**config.mk**
```make
export PLATFORM = sky130hd
export DESIGN_NAME = ifu_jalr_rs1_rdctl_flat
export DESIGN_NICKNAME = d
export VERILOG_FILES = /design/src/rtl/ifu_jalr_rs1_rdctl_if.sv /design/src/rtl/ifu_jalr_rs1_rdctl.sv /design/src/flat_wrapper.sv
export SDC_FILE = /design/constraint.sdc
export NUM_CORES = 1
export LEC_CHECK = 0
export ABC_AREA = 1
export ABC_CLOCK_PERIOD_IN_PS = 1450
export CELL_PAD_IN_SITES_DETAIL_PLACEMENT = 0
export CELL_PAD_IN_SITES_GLOBAL_PLACEMENT = 1
export CORE_AREA = 2 2 83 85
export DETAILED_ROUTE_END_ITERATION = 10
export DIE_AREA = 0 0 85 87
export PLACE_DENSITY = 0.82
export SYNTH_ARGS = -nofsm -noshare
export SYNTH_HDL_FRONTEND = slang
export SYNTH_SLANG_ARGS = --single-unit
export TNS_END_PERCENT = 5
```
**constraint.sdc**
```tcl
create_clock -name clk -period 1.45 [get_ports clk]
set_clock_uncertainty 0.1 [all_clocks]
set_input_delay 0.2175 -clock clk [delete_from_list [all_inputs] [get_ports clk]]
set_output_delay 0.2175 -clock clk [all_outputs]
set_load 0.01 [all_outputs]
```
**src/rtl/ifu_jalr_rs1_rdctl_if.sv**
```systemverilog
// Bundle of the JALR rs1 read-control signals between the IFU mini-decoder/BPU,
// the EXU operand-read requester and regfile read port 1.
// The slave modport is the controller's view; master is the surrounding pipeline.
interface ifu_jalr_rs1_rdctl_if #(
    parameter int RFIDX_W = 5,
    parameter int XLEN    = 32
);
    logic               jalr_req;
    logic [RFIDX_W-1:0] jalr_rs1idx;
    logic               dep_clr;
    logic               jalr_ack;
    logic               flush;
    logic               exu_rs1_req;
    logic               exu_rs1_gnt;
    logic               bpu_rs1_gnt;
    logic [RFIDX_W-1:0] rf_rs1_idx;
    logic [XLEN-1:0]    rf_rs1_rdata;
    logic [XLEN-1:0]    rs1_val;
    logic               rs1_vld;
    logic               bpu_wait;
    logic               wb_ena;
    logic [RFIDX_W-1:0] wb_idx;

    modport slave (
        input  jalr_req, jalr_rs1idx, dep_clr, jalr_ack, flush, exu_rs1_req,
        input  rf_rs1_rdata, wb_ena, wb_idx,
        output exu_rs1_gnt, bpu_rs1_gnt, rf_rs1_idx, rs1_val, rs1_vld, bpu_wait
    );

    modport master (
        output jalr_req, jalr_rs1idx, dep_clr, jalr_ack, flush, exu_rs1_req,
        output rf_rs1_rdata, wb_ena, wb_idx,
        input  exu_rs1_gnt, bpu_rs1_gnt, rf_rs1_idx, rs1_val, rs1_vld, bpu_wait
    );
endinterface

```
**src/rtl/ifu_jalr_rs1_rdctl.sv**
```systemverilog
// JALR rs1 read controller: sequences regfile read port 1 for JALR instructions
// whose rs1 is neither x0 nor x1, shares the port with the EXU (starvation-
// protected), and holds the captured rs1 value as the JALR target base until
// decode acknowledges it.
// Optional feature: define IFU_JALR_RS1_CACHE_EN to add a one-entry rs1 cache
// that lets a repeated JALR on the same index skip the regfile read.
module ifu_jalr_rs1_rdctl #(
    parameter int RFIDX_W    = 5,
    parameter int XLEN       = 32,
    parameter int STARVE_MAX = 4
) (
    input  logic                clk,
    input  logic                rst_n,
    ifu_jalr_rs1_rdctl_if.slave bus
);

    localparam logic [3:0] STARVE_MAX_C = 4'(STARVE_MAX);

    typedef enum logic [2:0] {
        ST_IDLE = 3'd0,
        ST_DEP  = 3'd1,
        ST_ARB  = 3'd2,
        ST_RD   = 3'd3,
        ST_HOLD = 3'd4
    } state_t;

    state_t          state_r;
    state_t          state_s;
    logic [3:0]      starve_r;
    logic [3:0]      starve_s;
    logic [XLEN-1:0] rs1_q_r;
    logic            bpu_win_s;
    logic            bpu_gnt_s;
    logic            capture_s;
    logic            hit_take_s;
    logic            cache_hit_s;

`ifdef IFU_JALR_RS1_CACHE_EN
    logic               c_vld_r;
    logic [RFIDX_W-1:0] c_idx_r;
    logic [XLEN-1:0]    c_val_r;
    logic [RFIDX_W-1:0] rd_idx_r;
    logic               wb_hits_cache_s;
    logic               wb_hits_rd_s;

    assign wb_hits_cache_s = bus.wb_ena & (bus.wb_idx == c_idx_r);
    assign wb_hits_rd_s    = bus.wb_ena & (bus.wb_idx == rd_idx_r);
    // A write landing on the cached index in the same cycle makes the entry stale,
    // so it cannot be used as a hit.
    assign cache_hit_s     = c_vld_r & (c_idx_r == bus.jalr_rs1idx) & ~wb_hits_cache_s;
`else
    assign cache_hit_s     = 1'b0;
`endif

    // Regfile write port only matters when the cache is built in.
    logic unused_wb_s;
    assign unused_wb_s = ^{bus.wb_ena, bus.wb_idx};

    assign bpu_win_s = ~bus.exu_rs1_req | (starve_r == STARVE_MAX_C);

    // Next-state, grant and capture decode; flush overrides the state but not a grant already issued.
    always_comb begin
        state_s    = state_r;
        starve_s   = 4'd0;
        bpu_gnt_s  = 1'b0;
        capture_s  = 1'b0;
        hit_take_s = 1'b0;
        case (state_r)
            ST_IDLE: begin
                if (bus.jalr_req) begin
                    if (bus.dep_clr) begin
                        if (cache_hit_s) begin
                            state_s    = ST_HOLD;
                            hit_take_s = 1'b1;
                        end else begin
                            state_s = ST_ARB;
                        end
                    end else begin
                        state_s = ST_DEP;
                    end
                end else begin
                    state_s = ST_IDLE;
                end
            end
            ST_DEP: begin
                if (!bus.jalr_req) begin
                    state_s = ST_IDLE;
                end else if (bus.dep_clr) begin
                    state_s = ST_ARB;
                end else begin
                    state_s = ST_DEP;
                end
            end
            ST_ARB: begin
                if (!bus.jalr_req) begin
                    state_s = ST_IDLE;
                end else if (bpu_win_s) begin
                    bpu_gnt_s = 1'b1;
                    state_s   = ST_RD;
                end else begin
                    state_s  = ST_ARB;
                    starve_s = (starve_r == STARVE_MAX_C) ? starve_r : (starve_r + 4'd1);
                end
            end
            ST_RD: begin
                capture_s = 1'b1;
                state_s   = ST_HOLD;
            end
            ST_HOLD: begin
                if (bus.jalr_ack) begin
                    state_s = ST_IDLE;
                end else begin
                    state_s = ST_HOLD;
                end
            end
            default: begin
                state_s = ST_IDLE;
            end
        endcase

        if (bus.flush) begin
            state_s    = ST_IDLE;
            starve_s   = 4'd0;
            capture_s  = 1'b0;
            hit_take_s = 1'b0;
        end else begin
            state_s = state_s;
        end
    end

    // State and starvation counter registers.
    always_ff @(posedge clk or negedge rst_n) begin
        if (!rst_n) begin
            state_r  <= ST_IDLE;
            starve_r <= 4'd0;
        end else begin
            state_r  <= state_s;
            starve_r <= starve_s;
        end
    end

    // Captured JALR base: regfile data in RD, or the cached value on a hit.
    always_ff @(posedge clk or negedge rst_n) begin
        if (!rst_n) begin
            rs1_q_r <= {XLEN{1'b0}};
        end else if (capture_s) begin
            rs1_q_r <= bus.rf_rs1_rdata;
`ifdef IFU_JALR_RS1_CACHE_EN
        end else if (hit_take_s) begin
            rs1_q_r <= c_val_r;
`endif
        end else begin
            rs1_q_r <= rs1_q_r;
        end
    end

`ifdef IFU_JALR_RS1_CACHE_EN
    // Remember the index actually granted so the cache tags the data it receives.
    always_ff @(posedge clk or negedge rst_n) begin
        if (!rst_n) begin
            rd_idx_r <= {RFIDX_W{1'b0}};
        end else if (bpu_gnt_s) begin
            rd_idx_r <= bus.jalr_rs1idx;
        end else begin
            rd_idx_r <= rd_idx_r;
        end
    end

    // One-entry cache fill on RD capture, invalidated by writes to its index; flush keeps it.
    always_ff @(posedge clk or negedge rst_n) begin
        if (!rst_n) begin
            c_vld_r <= 1'b0;
            c_idx_r <= {RFIDX_W{1'b0}};
            c_val_r <= {XLEN{1'b0}};
        end else if (capture_s) begin
            c_vld_r <= ~wb_hits_rd_s;
            c_idx_r <= rd_idx_r;
            c_val_r <= bus.rf_rs1_rdata;
        end else if (wb_hits_cache_s) begin
            c_vld_r <= 1'b0;
        end else begin
            c_vld_r <= c_vld_r;
        end
    end
`else
    logic unused_hit_s;
    assign unused_hit_s = hit_take_s;
`endif

    assign bus.bpu_rs1_gnt = bpu_gnt_s;
    assign bus.exu_rs1_gnt = bus.exu_rs1_req & ~bpu_gnt_s;
    assign bus.rf_rs1_idx  = bpu_gnt_s ? bus.jalr_rs1idx : {RFIDX_W{1'b0}};
    assign bus.rs1_val     = rs1_q_r;
    assign bus.rs1_vld     = (state_r == ST_HOLD);
    assign bus.bpu_wait    = bus.jalr_req & (state_r != ST_HOLD);

endmodule

```
**src/flat_wrapper.sv**
```systemverilog
// flat-port wrapper written by rule: the top's interface ports become plain ports
module ifu_jalr_rs1_rdctl_flat 
#(
    parameter int RFIDX_W    = 5,
    parameter int XLEN       = 32,
    parameter int STARVE_MAX = 4
)
  (clk, rst_n, bus_jalr_req, bus_jalr_rs1idx, bus_dep_clr, bus_jalr_ack, bus_flush, bus_exu_rs1_req, bus_rf_rs1_rdata, bus_wb_ena, bus_wb_idx, bus_exu_rs1_gnt, bus_bpu_rs1_gnt, bus_rf_rs1_idx, bus_rs1_val, bus_rs1_vld, bus_bpu_wait);
  ifu_jalr_rs1_rdctl_if #(.RFIDX_W(RFIDX_W), .XLEN(XLEN)) bus_i ();
  input  logic clk;
  input  logic rst_n;
  input wire logic [$bits(bus_i.jalr_req)-1:0] bus_jalr_req;
  input wire logic [$bits(bus_i.jalr_rs1idx)-1:0] bus_jalr_rs1idx;
  input wire logic [$bits(bus_i.dep_clr)-1:0] bus_dep_clr;
  input wire logic [$bits(bus_i.jalr_ack)-1:0] bus_jalr_ack;
  input wire logic [$bits(bus_i.flush)-1:0] bus_flush;
  input wire logic [$bits(bus_i.exu_rs1_req)-1:0] bus_exu_rs1_req;
  input wire logic [$bits(bus_i.rf_rs1_rdata)-1:0] bus_rf_rs1_rdata;
  input wire logic [$bits(bus_i.wb_ena)-1:0] bus_wb_ena;
  input wire logic [$bits(bus_i.wb_idx)-1:0] bus_wb_idx;
  output wire logic [$bits(bus_i.exu_rs1_gnt)-1:0] bus_exu_rs1_gnt;
  output wire logic [$bits(bus_i.bpu_rs1_gnt)-1:0] bus_bpu_rs1_gnt;
  output wire logic [$bits(bus_i.rf_rs1_idx)-1:0] bus_rf_rs1_idx;
  output wire logic [$bits(bus_i.rs1_val)-1:0] bus_rs1_val;
  output wire logic [$bits(bus_i.rs1_vld)-1:0] bus_rs1_vld;
  output wire logic [$bits(bus_i.bpu_wait)-1:0] bus_bpu_wait;
  assign bus_i.jalr_req = bus_jalr_req;
  assign bus_i.jalr_rs1idx = bus_jalr_rs1idx;
  assign bus_i.dep_clr = bus_dep_clr;
  assign bus_i.jalr_ack = bus_jalr_ack;
  assign bus_i.flush = bus_flush;
  assign bus_i.exu_rs1_req = bus_exu_rs1_req;
  assign bus_i.rf_rs1_rdata = bus_rf_rs1_rdata;
  assign bus_i.wb_ena = bus_wb_ena;
  assign bus_i.wb_idx = bus_wb_idx;
  assign bus_exu_rs1_gnt = bus_i.exu_rs1_gnt;
  assign bus_bpu_rs1_gnt = bus_i.bpu_rs1_gnt;
  assign bus_rf_rs1_idx = bus_i.rf_rs1_idx;
  assign bus_rs1_val = bus_i.rs1_val;
  assign bus_rs1_vld = bus_i.rs1_vld;
  assign bus_bpu_wait = bus_i.bpu_wait;
  ifu_jalr_rs1_rdctl #(.RFIDX_W(RFIDX_W), .XLEN(XLEN), .STARVE_MAX(STARVE_MAX)) u_core (.clk(clk), .rst_n(rst_n), .bus(bus_i));
endmodule
```
# Word-level counts from Yosys, hierarchy flattened
# Index checks and enable logic that the tools add are counted.
word_totals:
  out_inout_bits: 41
  reg_bits: 39
classes:
  mux: 18
  n_addsub: 1
  n_eq_ne: 7
  bitwise: 5
  reduce_logical: 2
op_table:
  columns: ["operator", "n"]
  rows:
  - ["$mux W4", 5]
  - ["$pmux W3 S4", 1]
  - ["$mux W3", 3]
  - ["$eq A3 B2 Y1 const B", 2]
  - ["$mux W1", 6]
  - ["$mux W5", 1]
  - ["$ne A5 B4 Y1 const B", 1]
  - ["$add A4 B1 Y4 const B", 1]
  - ["$eq A4 B3 Y1 const B", 1]
  - ["$mux W2", 2]
  - ["$eq A3 B1 Y1 const B", 1]
  - ["$eq A3 B3 Y1 const B", 1]
  - ["$logic_not A3 Y1", 1]
  - ["$ne A3 B3 Y1 const B", 1]
  - ["$and A1 B1 Y1", 2]
  - ["$not A1 Y1", 2]
  - ["$reduce_or A2 Y1", 1]
  - ["$or A1 B1 Y1", 1]

# Longest topological paths before layout
depth:
  depth_word: 7
  mapped_depth: 7

# Worst setup path after synthesis
# OpenSTA, ideal clock, no wires.
synth_path:
  path_type: "register -> output"
  startpoint: "register u_core.starve_r[0]"
  endpoint: "output port bus_exu_rs1_gnt"
  stages_incl_launch_ff: 8
  arrival_ns: 1.164
  path_slack_ns: -0.031
  n_path_buf: 0
  cell_sequence: "dfrtp_1 > inv_1 > ha_1 > nand3_1 > nand2_1 > nand2_1 > inv_1 > nor2_1"
synth_between:
  elab_chain_len: 7
synth_rtl:
  columns: ["element", "line", "source"]
  rows:
  - ["start: declaration", "ifu_jalr_rs1_rdctl.sv:29", "logic [3:0] starve_r;"]
  - ["start signal: assignment", "ifu_jalr_rs1_rdctl.sv:138", "starve_r <= starve_s;"]
  - ["$eq A4 B3 Y1", "ifu_jalr_rs1_rdctl.sv:59", "assign bpu_win_s = ~bus.exu_rs1_req | (starve_r == STARVE_MAX_C);"]
  - ["$or A1 B1 Y1", "ifu_jalr_rs1_rdctl.sv:59", null]
  - ["$mux W1", "ifu_jalr_rs1_rdctl.sv:97", "end else if (bpu_win_s) begin"]
  - ["$mux W1", "ifu_jalr_rs1_rdctl.sv:95", "if (!bus.jalr_req) begin"]
  - ["$mux W1", "ifu_jalr_rs1_rdctl.sv:68", "case (state_r)"]
  - ["via bus_bpu_rs1_gnt", "flat_wrapper.sv:22", "output wire logic [$bits(bus_i.bpu_rs1_gnt)-1:0] bus_bpu_rs1_gnt;"]
  - ["$not A1 Y1", "ifu_jalr_rs1_rdctl.sv:191", "assign bus.exu_rs1_gnt = bus.exu_rs1_req & ~bpu_gnt_s;"]
  - ["$and A1 B1 Y1", "ifu_jalr_rs1_rdctl.sv:191", null]
  - ["end: declaration", "flat_wrapper.sv:21", "output wire logic [$bits(bus_i.exu_rs1_gnt)-1:0] bus_exu_rs1_gnt;"]
# The timed path passes the listed nets, and every way through them passes these cells.

# Final worst setup path
layout_path:
  startpoint: "register u_core.starve_r[0]"
  endpoint: "register u_core.starve_r[0]"
layout_between:
  elab_chain_len: 6
  word_cells_on_any_way: 9
  cone_classes: "add/sub: 1; eq/ne: 2; mux: 5; bitwise: 1"
layout_rtl:
  columns: ["element", "line", "source"]
  rows:
  - ["$add A4 B1 Y4 or $eq A4 B3 Y1 (tied branches)", "ifu_jalr_rs1_rdctl.sv:102, ifu_jalr_rs1_rdctl.sv:59", null]
  - ["$mux W4 or $or A1 B1 Y1 (tied branches)", "ifu_jalr_rs1_rdctl.sv:102, ifu_jalr_rs1_rdctl.sv:59", null]
  - ["$mux W4", "ifu_jalr_rs1_rdctl.sv:97", null]
  - ["$mux W4", "ifu_jalr_rs1_rdctl.sv:95", null]
  - ["$mux W4", "ifu_jalr_rs1_rdctl.sv:68", null]
  - ["$mux W4", "ifu_jalr_rs1_rdctl.sv:121", "if (bus.flush) begin"]
# Several ways; a longest one is shown, not always the timed one. The select of a mux whose other input is x is not followed.
# A chain may end at the register's enable or synchronous reset.

==> flow_summary_export.csv <==
group,metric,value,unit
die,die_h,87,µm
logic_synthesis,postSynthAreaPerCell,9.08,µm²
logic_synthesis,yosysTopAreaCell,"dfrtp_1",
die,dieArea,7400,µm²
placement,gp_congestion,0.713,
route,postRouteWirelength,4170,µm
placement,port_buffers,84,
clocking,clk_pin_slew,0.08,ns
die,rows,30,
power,totalPowerFinal,2.71,mW
route,drc,0,
global_routing,track_usage,12.1,%
run_status,status,"complete, but fails checks",
route,num_vias,1556,
global_routing,antenna_found_initial,0,
final_layout,final_cells,391,
sta,maxSlewViolCount,0,
final_layout,stdcell_area,3040,µm²
worst_setup_path,slowest_stage,"dfrtp_1",
min_path,hold_path_class,"in2async",
clocking,cts_buffers,5,
worst_setup_path,crit_family,"buffers and inverters",
worst_setup_path,path_common_cell,"buf_6",
clocking,htree_num_levels,2,
clocking,cts_tree,"built",
logic_synthesis,synth-warning-count,0,
final_layout,utilization,46.2,%
clocking,cts_buffer_depth,2,
sta,rsz0062_at_grt,"yes",
clocking,clkLatencyLatePin,0.28,ns
sta,maxSlewHeadroom,85.0,%
final_layout,seq_area,976,µm²
worst_setup_path,crit_chain,"inv_2 > buf_4 > buf_6 > buf_6 > buf_6 > buf_6 > buf_6 > buf_6 > buf_6 > buf_6 > nand2_2 > nor2_1",
final_layout,n_antenna_cell,0,
die,die_w,85,µm
sta,min_period,1.67,ns
sta,finalWorstSetupSlack,-0.225,ns
clocking,clock-sinks,39,
logic_synthesis,syn_nets,248,
worst_setup_path,crit_type,"reg2reg",
die,initial_core_util,27.1,%
route,dr.pass1.iters,3,
logic_synthesis,synth_top_area_share,54.8,%
logic_synthesis,ys_seq_elements,39,
global_routing,grt_max_degree,40,
worst_setup_path,crit_arrival,1.75,ns
final_layout,multi_input_area,626,µm²
logic_synthesis,yosysSeqAreaShare,54.8,%
logic_synthesis,ys_types,16,
route,drt_iter0_markers,38,
worst_setup_path,start_kind,"flop",
logic_synthesis,synthTopCellsByArea,"dfrtp_1 55%, o21ai_2 11%, inv_1 9.7%",
run_status,failed_checks,"negative setup slack",
sta,worstMarginPinSlew,0.224,ns
flow_run,drv_cap,0,
final_layout,fillers,647,
placement,place_ws,-0.604,ns
clocking,cts-root-buf,"clkbuf_8",
logic_synthesis,syn_inst,196,
route,post_drt_wl_per_cell,10.7,µm
placement,place_hpwl,2830,µm
logic_synthesis,syn_area,1780,µm²
route,vias_per_cell,3.98,
sta,fin_crit_sh,116,%
worst_setup_path,cpPeakStageDelay,0.38,ns
global_routing,grt_pass1_wl,7150,µm
final_layout,area_growth,70.6,%
global_routing,grt_pass1_vias,1547,
sta,finalHoldViolCount,0,
final_layout,layout_common_cells,"42 x inv_1, 42 x nand2_1, 42 x clkdlybuf4s50_1, 39 x dfrtp_1, 32 x dlygate4sd2_1",
power,irDropWorstVdd,0.449,mV
worst_setup_path,critPathMaxFanout,2,
sta,setup-violations-final,11,
route,drtAntennaViolNets,0,
worst_setup_path,crit_required,1.52,ns
power,leakage,1.66,nW
sta,max_freq,597,MHz
die,io-pin-count,91,
global_routing,gr-total-overflow,0,
final_layout,drive_above_1_share,28.0,%
placement,place_inst,370,
die,core-area,6570,µm²
final_layout,nets,362,
worst_setup_path,path_buf_inv,10,
placement,place_area,2820,µm²
power,p_per_area,892,nW/µm²
worst_setup_path,cp-end-kind,"flop",
[cell type report]
type / count / area share [%]
repair buffers: 114 / 34.9
inverters: 47 / 5.81
multi-input cells: 103 / 20.6
well taps: 80 / 3.30
flip-flops and latches: 39 / 32.1
clock inverters: 2 / 0.536
clock buffers: 6 / 2.72
[worst min-delay path, stage by stage]
cell           delay (ns)
dlygate4sd3_1        0.52
buf_2                0.12
buf_12               0.22
[cell usage after synthesis, drive strengths merged]
library cell and n:
nand4 2, nor2 14, xor2 1, o21ai 32
dfrtp 39, nor3 2, ha 2, inv 47
a21oi 1, nand2 45, buf 6, clkbuf 1
nand3 4
[path summary, 6_finish.rpt]
| check | cells after the start | end | slack, ns | startpoint |
|---|---|---|---|---|
| max | 12 | u_core.starve_r[0]$_DFFE_PN0P_ | -0.22 | u_core.starve_r[0]$_DFFE_PN0P_ |
| min | 3 | u_core.starve_r[1]$_DFFE_PN0P_ | 0.32 | rst_n |
| max reg2reg | 12 | u_core.starve_r[0]$_DFFE_PN0P_ | -0.22 | u_core.starve_r[0]$_DFFE_PN0P_ |
| min reg2reg | 2 | u_core.bus.rs1_val[5]$_DFFE_PN0P_ | 0.38 | u_core.bus.rs1_val[5]$_DFFE_PN0P_ |
| max in group asynchronous | 3 | u_core.starve_r[2]$_DFFE_PN0P_ | 0.72 | rst_n |
| min in group clk | 3 | u_core.bus.rs1_val[16]$_DFFE_PN0P_ | 0.36 | bus_rf_rs1_rdata[16] |
[report_power, final]
group	internal [mW]	switching [mW]	total [mW]
registers	1.22	0.0696	1.29
clock network	0.388	0.389	0.777
logic	0.354	0.285	0.639
[routing by layer]
metal  share of wire (%)  track usage [%]  up-vias
met5                   0                0        -
met2                  50             20.0       43
met3                 6.7             3.79        2
met4                0.34             3.46        0
met1                  43             15.3      700
li1                    -                -      811
[what timing repair did]
| item | CTS | global route |
|---|---|---|
| gates resized for setup | 85 | 12 |
| hold buffers | 1 | 0 |
| pin swaps | 6 | 4 |
| endpoints found under the setup margin | 41 | 11 |
| buffers inserted | 10 | 2 |
| endpoints found under the hold margin | 39 | 0 |
[state kept, by name, summed over array words and instances, names as in the netlist]
name / flops
u_core.state_r: 3
u_core.starve_r: 4
u_core.bus.rs1_val: 32
[metrics by stage]
stage / TNS (ns) / hold WS, ns
2_1_floorplan: 0 / -0.178
3_3_place_gp: -4.42 / 0.105
3_5_place_dp: -4.66 / 0.108
4_1_cts: -2.23 / 0.326
5_1_grt: -2.67 / 0.346
6_report: -1.75 / 0.319
[cells by family (layout without fill, tap and decap cells)]
group / count (synthesis) / in the layout / share of synthesized area (%)
xor gates and xnor gates: 1 / 1 / 0.492
and+or+nand+nor: 67 / 67 / 15.2
AOI/OAI and AO/OA: 33 / 33 / 14.1
buffers and inverters: 54 / 169 / 14.0
DFF: 39 / 39 / 54.8
adders and majority gates: 2 / 2 / 1.41
Power figures use the tool's default switching activity.
